===== src/rtl/button_conditioner_pkg.sv =====
// Shared definitions for the button conditioner: per-channel debounce state
// encoding and the channel index assignment used on the raw/level vectors.
package button_conditioner_pkg;

  typedef enum logic [1:0] {
    IDLE         = 2'd0,
    PRESS_WAIT   = 2'd1,
    PRESSED      = 2'd2,
    RELEASE_WAIT = 2'd3
  } chan_state_e;

  localparam int unsigned START  = 0;
  localparam int unsigned STOP   = 1;
  localparam int unsigned RESET  = 2;
  localparam int unsigned NUM_CH = 3;

endpackage


===== src/rtl/button_conditioner_debounce_channel.sv =====
// One push-button channel: 2-flop synchronizer, polarity normalisation,
// stable-sample debounce FSM and a registered one-cycle press pulse.
module debounce_channel
  import button_conditioner_pkg::*;
#(
  parameter int unsigned DEBOUNCE_CYCLES = 1000000,
  parameter bit          BTN_ACTIVE_LOW  = 1'b1
) (
  input  logic clk,
  input  logic rst_n,
  input  logic i_raw,
  output logic o_press,
  output logic o_level
);

  localparam int unsigned          CNT_W    = $clog2(DEBOUNCE_CYCLES);
  localparam logic [CNT_W-1:0]     CNT_LAST = CNT_W'(DEBOUNCE_CYCLES - 1);
  localparam logic                 RELEASED = BTN_ACTIVE_LOW;

  logic             r_sync1;
  logic             r_sync2;
  logic             r_press;
  chan_state_e      r_state;
  chan_state_e      w_next_state;
  logic [CNT_W-1:0] r_cnt;
  logic [CNT_W-1:0] w_cnt_next;
  logic [CNT_W-1:0] w_cnt_inc;
  logic             w_pressed;
  logic             w_press_evt;

  assign w_pressed = BTN_ACTIVE_LOW ? ~r_sync2 : r_sync2;
  assign w_cnt_inc = r_cnt + CNT_W'(1);

  // Synchronizers idle at the released level so reset never looks like a press.
  always_ff @(posedge clk or negedge rst_n) begin
    if (!rst_n) begin
      r_sync1 <= RELEASED;
      r_sync2 <= RELEASED;
      r_state <= IDLE;
      r_cnt   <= '0;
      r_press <= 1'b0;
    end else begin
      r_sync1 <= i_raw;
      r_sync2 <= r_sync1;
      r_state <= w_next_state;
      r_cnt   <= w_cnt_next;
      r_press <= w_press_evt;
    end
  end

  // The counter tops out at CNT_LAST-1 in any state, so it cannot wrap.
  always_comb begin
    w_next_state = r_state;
    w_cnt_next   = r_cnt;
    case (r_state)
      IDLE: begin
        if (w_pressed) begin
          w_next_state = PRESS_WAIT;
          w_cnt_next   = '0;
        end
      end
      PRESS_WAIT: begin
        if (!w_pressed) begin
          w_next_state = IDLE;
          w_cnt_next   = '0;
        end else if (w_cnt_inc == CNT_LAST) begin
          w_next_state = PRESSED;
          w_cnt_next   = '0;
        end else begin
          w_cnt_next   = w_cnt_inc;
        end
      end
      PRESSED: begin
        if (!w_pressed) begin
          w_next_state = RELEASE_WAIT;
          w_cnt_next   = '0;
        end
      end
      RELEASE_WAIT: begin
        if (w_pressed) begin
          w_next_state = PRESSED;
          w_cnt_next   = '0;
        end else if (w_cnt_inc == CNT_LAST) begin
          w_next_state = IDLE;
          w_cnt_next   = '0;
        end else begin
          w_cnt_next   = w_cnt_inc;
        end
      end
      default: begin
        w_next_state = IDLE;
        w_cnt_next   = '0;
      end
    endcase
  end

  always_comb begin
    w_press_evt = (r_state == PRESS_WAIT) && (w_next_state == PRESSED);
    o_level     = (r_state == PRESSED) || (r_state == RELEASE_WAIT);
  end

  assign o_press = r_press;

endmodule


===== src/rtl/button_conditioner.sv =====
// Debounces the start/stop/clear buttons of the stopwatch and turns accepted
// presses into prioritised, registered one-cycle command pulses.
module button_conditioner
  import button_conditioner_pkg::*;
#(
  parameter int unsigned DEBOUNCE_CYCLES = 1000000,
  parameter bit          BTN_ACTIVE_LOW  = 1'b1
) (
  input  logic       clk_50mhz,
  input  logic       reset_n,
  input  logic       start_btn_raw,
  input  logic       stop_btn_raw,
  input  logic       reset_btn_raw,
  output logic       start,
  output logic       stop,
  output logic       reset,
  output logic [2:0] btn_level
);

  logic [NUM_CH-1:0] w_raw;
  logic [NUM_CH-1:0] w_press;
  logic [NUM_CH-1:0] w_level;
  logic              r_start;
  logic              r_stop;
  logic              r_reset;
  logic [NUM_CH-1:0] r_level;

  assign w_raw[START] = start_btn_raw;
  assign w_raw[STOP]  = stop_btn_raw;
  assign w_raw[RESET] = reset_btn_raw;

  for (genvar g = 0; g < NUM_CH; g++) begin : g_ch
    debounce_channel #(
      .DEBOUNCE_CYCLES (DEBOUNCE_CYCLES),
      .BTN_ACTIVE_LOW  (BTN_ACTIVE_LOW)
    ) u_ch (
      .clk     (clk_50mhz),
      .rst_n   (reset_n),
      .i_raw   (w_raw[g]),
      .o_press (w_press[g]),
      .o_level (w_level[g])
    );
  end

  // Clear beats stop beats start; a losing pulse is simply dropped.
  always_ff @(posedge clk_50mhz or negedge reset_n) begin
    if (!reset_n) begin
      r_start <= 1'b0;
      r_stop  <= 1'b0;
      r_reset <= 1'b0;
      r_level <= '0;
    end else begin
      r_reset <= w_press[RESET];
      r_stop  <= w_press[STOP] & ~w_press[RESET];
      r_start <= w_press[START] & ~w_press[STOP] & ~w_press[RESET];
      r_level <= w_level;
    end
  end

  assign start     = r_start;
  assign stop      = r_stop;
  assign reset     = r_reset;
  assign btn_level = r_level;

endmodule


===== config.mk =====
export PLATFORM = sky130hd
export DESIGN_NAME = button_conditioner
export DESIGN_NICKNAME = d
export VERILOG_FILES = /design/src/rtl/button_conditioner_pkg.sv /design/src/rtl/button_conditioner_debounce_channel.sv /design/src/rtl/button_conditioner.sv
export SDC_FILE = /design/constraint.sdc
export NUM_CORES = 1
export LEC_CHECK = 0
export ABC_AREA = 1
export CAP_MARGIN = 20
export CORE_MARGIN = 3
export CORE_UTILIZATION = 50
export DETAILED_ROUTE_END_ITERATION = 8
export GPL_ROUTABILITY_DRIVEN = 0
export GPL_TIMING_DRIVEN = 0
export PLACE_DENSITY = 0.66
export RECOVER_POWER = 50
export SLEW_MARGIN = 20
export SYNTH_ARGS = -nofsm -noshare
export SYNTH_HDL_FRONTEND = slang
export SYNTH_SLANG_ARGS = --single-unit

===== constraint.sdc =====
create_clock -name clk_50mhz -period 2.6 [get_ports clk_50mhz]
set_clock_uncertainty 0.15 [all_clocks]
set_input_delay 0.65 -clock clk_50mhz [delete_from_list [all_inputs] [get_ports clk_50mhz]]
set_output_delay 0.65 -clock clk_50mhz [all_outputs]
set_load 0.02 [all_outputs]

==> run metrics <==
share of cells above drive strength 1 ~11%; FF-to-FF path depth 14; Syn Inst Count between 700 and 800; warnings from Yosys 0; setup ws final 236 ps; Sw Ratio between 20% and 30%; nets@finish about 810; first-pass GRT wire length 20.5 mm; NetSw between 0.0006 and 0.0007 W; largest net degree at the start of global routing 50; Hold-fix buffers, CTS 0; number of global-route vias before repair about 4600; dominant synthesized flop cell dfrtp_1; RSZ-0062 raised after global routing no; I/O pin count 11; register share of total power between 50% and 60%; Worst VDD drop about 0.00038 V; Pins Over Slew Limit 33; final critical-path required period between 2000 and 2500 ps; launching point of the worst reg2reg path g_ch[1].u_ch.r_cnt[1]; Setup CP Type reg2reg; Post-Syn Area 5250 um^2; drt drc 0; PD cells 395 nW/um^2; GRT Overall Usage approximately 22%; Final Util 57.4%; Worst-path clk slew around 80 ps; CP Launch Type flip-flop; failing checks max-capacitance violations, max-slew violations; Syn Nets ~780; port buffer count 10; CP arrival around 2500 ps; Worst EP required 2710 ps; CTS Root Buffer Type clkbuf_8; clk sink count between 80 and 90; via count roughly 4900; CTS Buf Count 9; Final Hold Vio Count 0; slew of the pin with the lowest slew margin between 1500 and 2000 ps; outcome complete, but fails checks; EDFF count, synth 0; Post-DRT Antenna Nets 0; Comb pwr share under 10%; r2r endpoint g_ch[1].u_ch.r_cnt[16]; CP Capture Type flip-flop; total grt overflow 0; final setup violation count 0; core area 10000 um^2; maximum fanout along the worst path 10; fillers 978; Initial Util between 50% and 60%; post-synth top area share 35.8%; Rows 36; share of the yosys chip area belonging to registers 38.8%; Synth cell types 33; ant diodes 0; commonest cells in the netlist nand2_1 (253), nor2_1 (106), inv_1 (82), dfrtp_1 (75), nand3_1 (71); Die Width 108 um; reg-to-reg slack, setup ~240 ps; Max Cap Viol 1; Via density around 5.3; placed cell areas 5540 um^2; synthesized flop and latch total 81; Tot Pwr 0.00226 W; max_slew headroom -22.4%; Worst setup endpoint g_ch[1].u_ch.r_cnt[16]; crit share post-route roughly nine tenths; async set-reset flop share out of synthesis 100%; htree depth 3; Hold Slack about 210 ps; initial antenna violation count 0; synth top area cells dfrtp_1 (36%), nand2_1 (18%), nor2_1 (7.6%); worst hold path type reg2reg; Iteration-0 DRC Markers roughly 330; Area Growth Syn to Fin 9.45%; area leader, netlist dfrtp_1; Int Pwr about 0.0017 W; Max Freq 423 MHz; total die area about 12000 um^2; count leader, synth nand2_1; Leakage 2.48 nW; part of the power in the clock network around 38%; Detail Placement HPWL 9.01 mm; mean routed wirelength per cell between 10 and 15 um; Syn Area/Cell 6.80 um^2; CTS tree done; fin area about 5700 um^2; Clock Latency Late Sink 380 ps; Die Ht roughly 110 um; Place WS roughly 110 ps; DR pass1 iterations 8; final wirelength around 12 mm; crit path from g_ch[1].u_ch.r_cnt[1]; deepest clock path buffer count 2
==> power by group through the flow <==
stage                     clock [W]  combinational, W  sequential [W]
final                      0.000859          0.000112         0.00129
after detailed placement          0          0.000114         0.00132
after floorplan                   0         0.0000567         0.00131
after global routing       0.000944          0.000129         0.00130
after CTS                  0.000896          0.000113         0.00129
after global placement            0          0.000107         0.00132
==> metal layers <==
metal | part of all wire, % | GRT usage [%] | vias to the layer above
li1 | - | - | 2473
met3 | 5.0 | 6.09 | 22
met5 | 0 | 0 | -
met2 | 46 | 35.7 | 125
met4 | 1.8 | 7.39 | 0
met1 | 47 | 28.5 | 2293
==> sequential cells by signal, indices dropped and copies added (netlist names) <==
signal and cells:
g_ch.u_ch.r_state 6, stop 1, start 1, g_ch.u_ch.r_sync2 3, reset 1, btn_level 3
g_ch.u_ch.r_sync1 3, g_ch.u_ch.o_press 3, g_ch.u_ch.r_cnt 60
==> cell usage in the layout, fill, tap and decap left out, types with 11 or more instances in the layout <==
cell type  instances
clkbuf_1          11
dfrtp_1           75
inv_1             82
nand2_1          253
nand2_2           21
nand3_1           71
nand4_1           24
nor2_1           104
nor2_2            15
o21ai_0           23
o22ai_1           13
==> worst max-delay path, cell delays in order, from the launching register on <==
cell and delay [ps]:
dfrtp_1 420, ha_1 160, buf_4 160, nand3_1 170, nor2_2 210, nand2_1 70, nand2_1 90, nand2_1 70
nor2_2 160, nand3_1 110, nor2_2 130, nand2_2 90, buf_6 150, nand3_1 60, nand2_1 70
==> cells by family after synthesis <==
kind of cell | after synthesis | share of synthesized area, %
buffers and inverters | 105 | 7.99
AO/OA/AOI/OAI | 47 | 4.79
flip-flops | 81 | 38.8
adder cells (fa/ha/maj) | 7 | 1.67
XOR/XNOR | 16 | 2.96
AND/OR/NAND/NOR | 515 | 43.8
==> what timing repair did <==
action / in CTS / in global routing
setup buffers: 0 / 1
gates resized for setup: 0 / 5
setup endpoints to repair: 0 / 12
==> worst min-delay path by stage <==
stage                    startpoint                      to  cells after the start
2_1_floorplan               reset_n            btn_level[0]                      0
3_3_place_gp   g_ch[1].u_ch.r_sync1    g_ch[1].u_ch.r_sync2                      0
3_5_place_dp   g_ch[1].u_ch.r_sync1    g_ch[1].u_ch.r_sync2                      0
4_1_cts                     reset_n  g_ch[2].u_ch.r_cnt[19]                      1
5_1_grt        g_ch[2].u_ch.r_sync1    g_ch[2].u_ch.r_sync2                      0
6_report       g_ch[1].u_ch.r_sync1    g_ch[1].u_ch.r_sync2                      0
==> metrics by stage <==
stage / cells / setup TNS, ps
after floorplan: 771 / 0
after global placement: 914 / -171720
after detailed placement: 915 / 0
after CTS: 931 / 0
after global routing: 932 / 0
final: 932 / 0
==> final cells by class <==
cell class | instances | area (um^2) | area share, %
Timing Repair Buffer | 12 | 129 | 2.24
Clock buffer | 9 | 124 | 2.16
Buffer | 16 | 85.1 | 1.48
Tap cell | 133 | 166 | 2.90
Clock inverter | 7 | 53.8 | 0.937
Inverter | 89 | 334 | 5.82
Multi-Input combinational cell | 585 | 2810 | 49.0
Sequential cell | 81 | 2030 | 35.4
(Power assumes the default switching activity.)
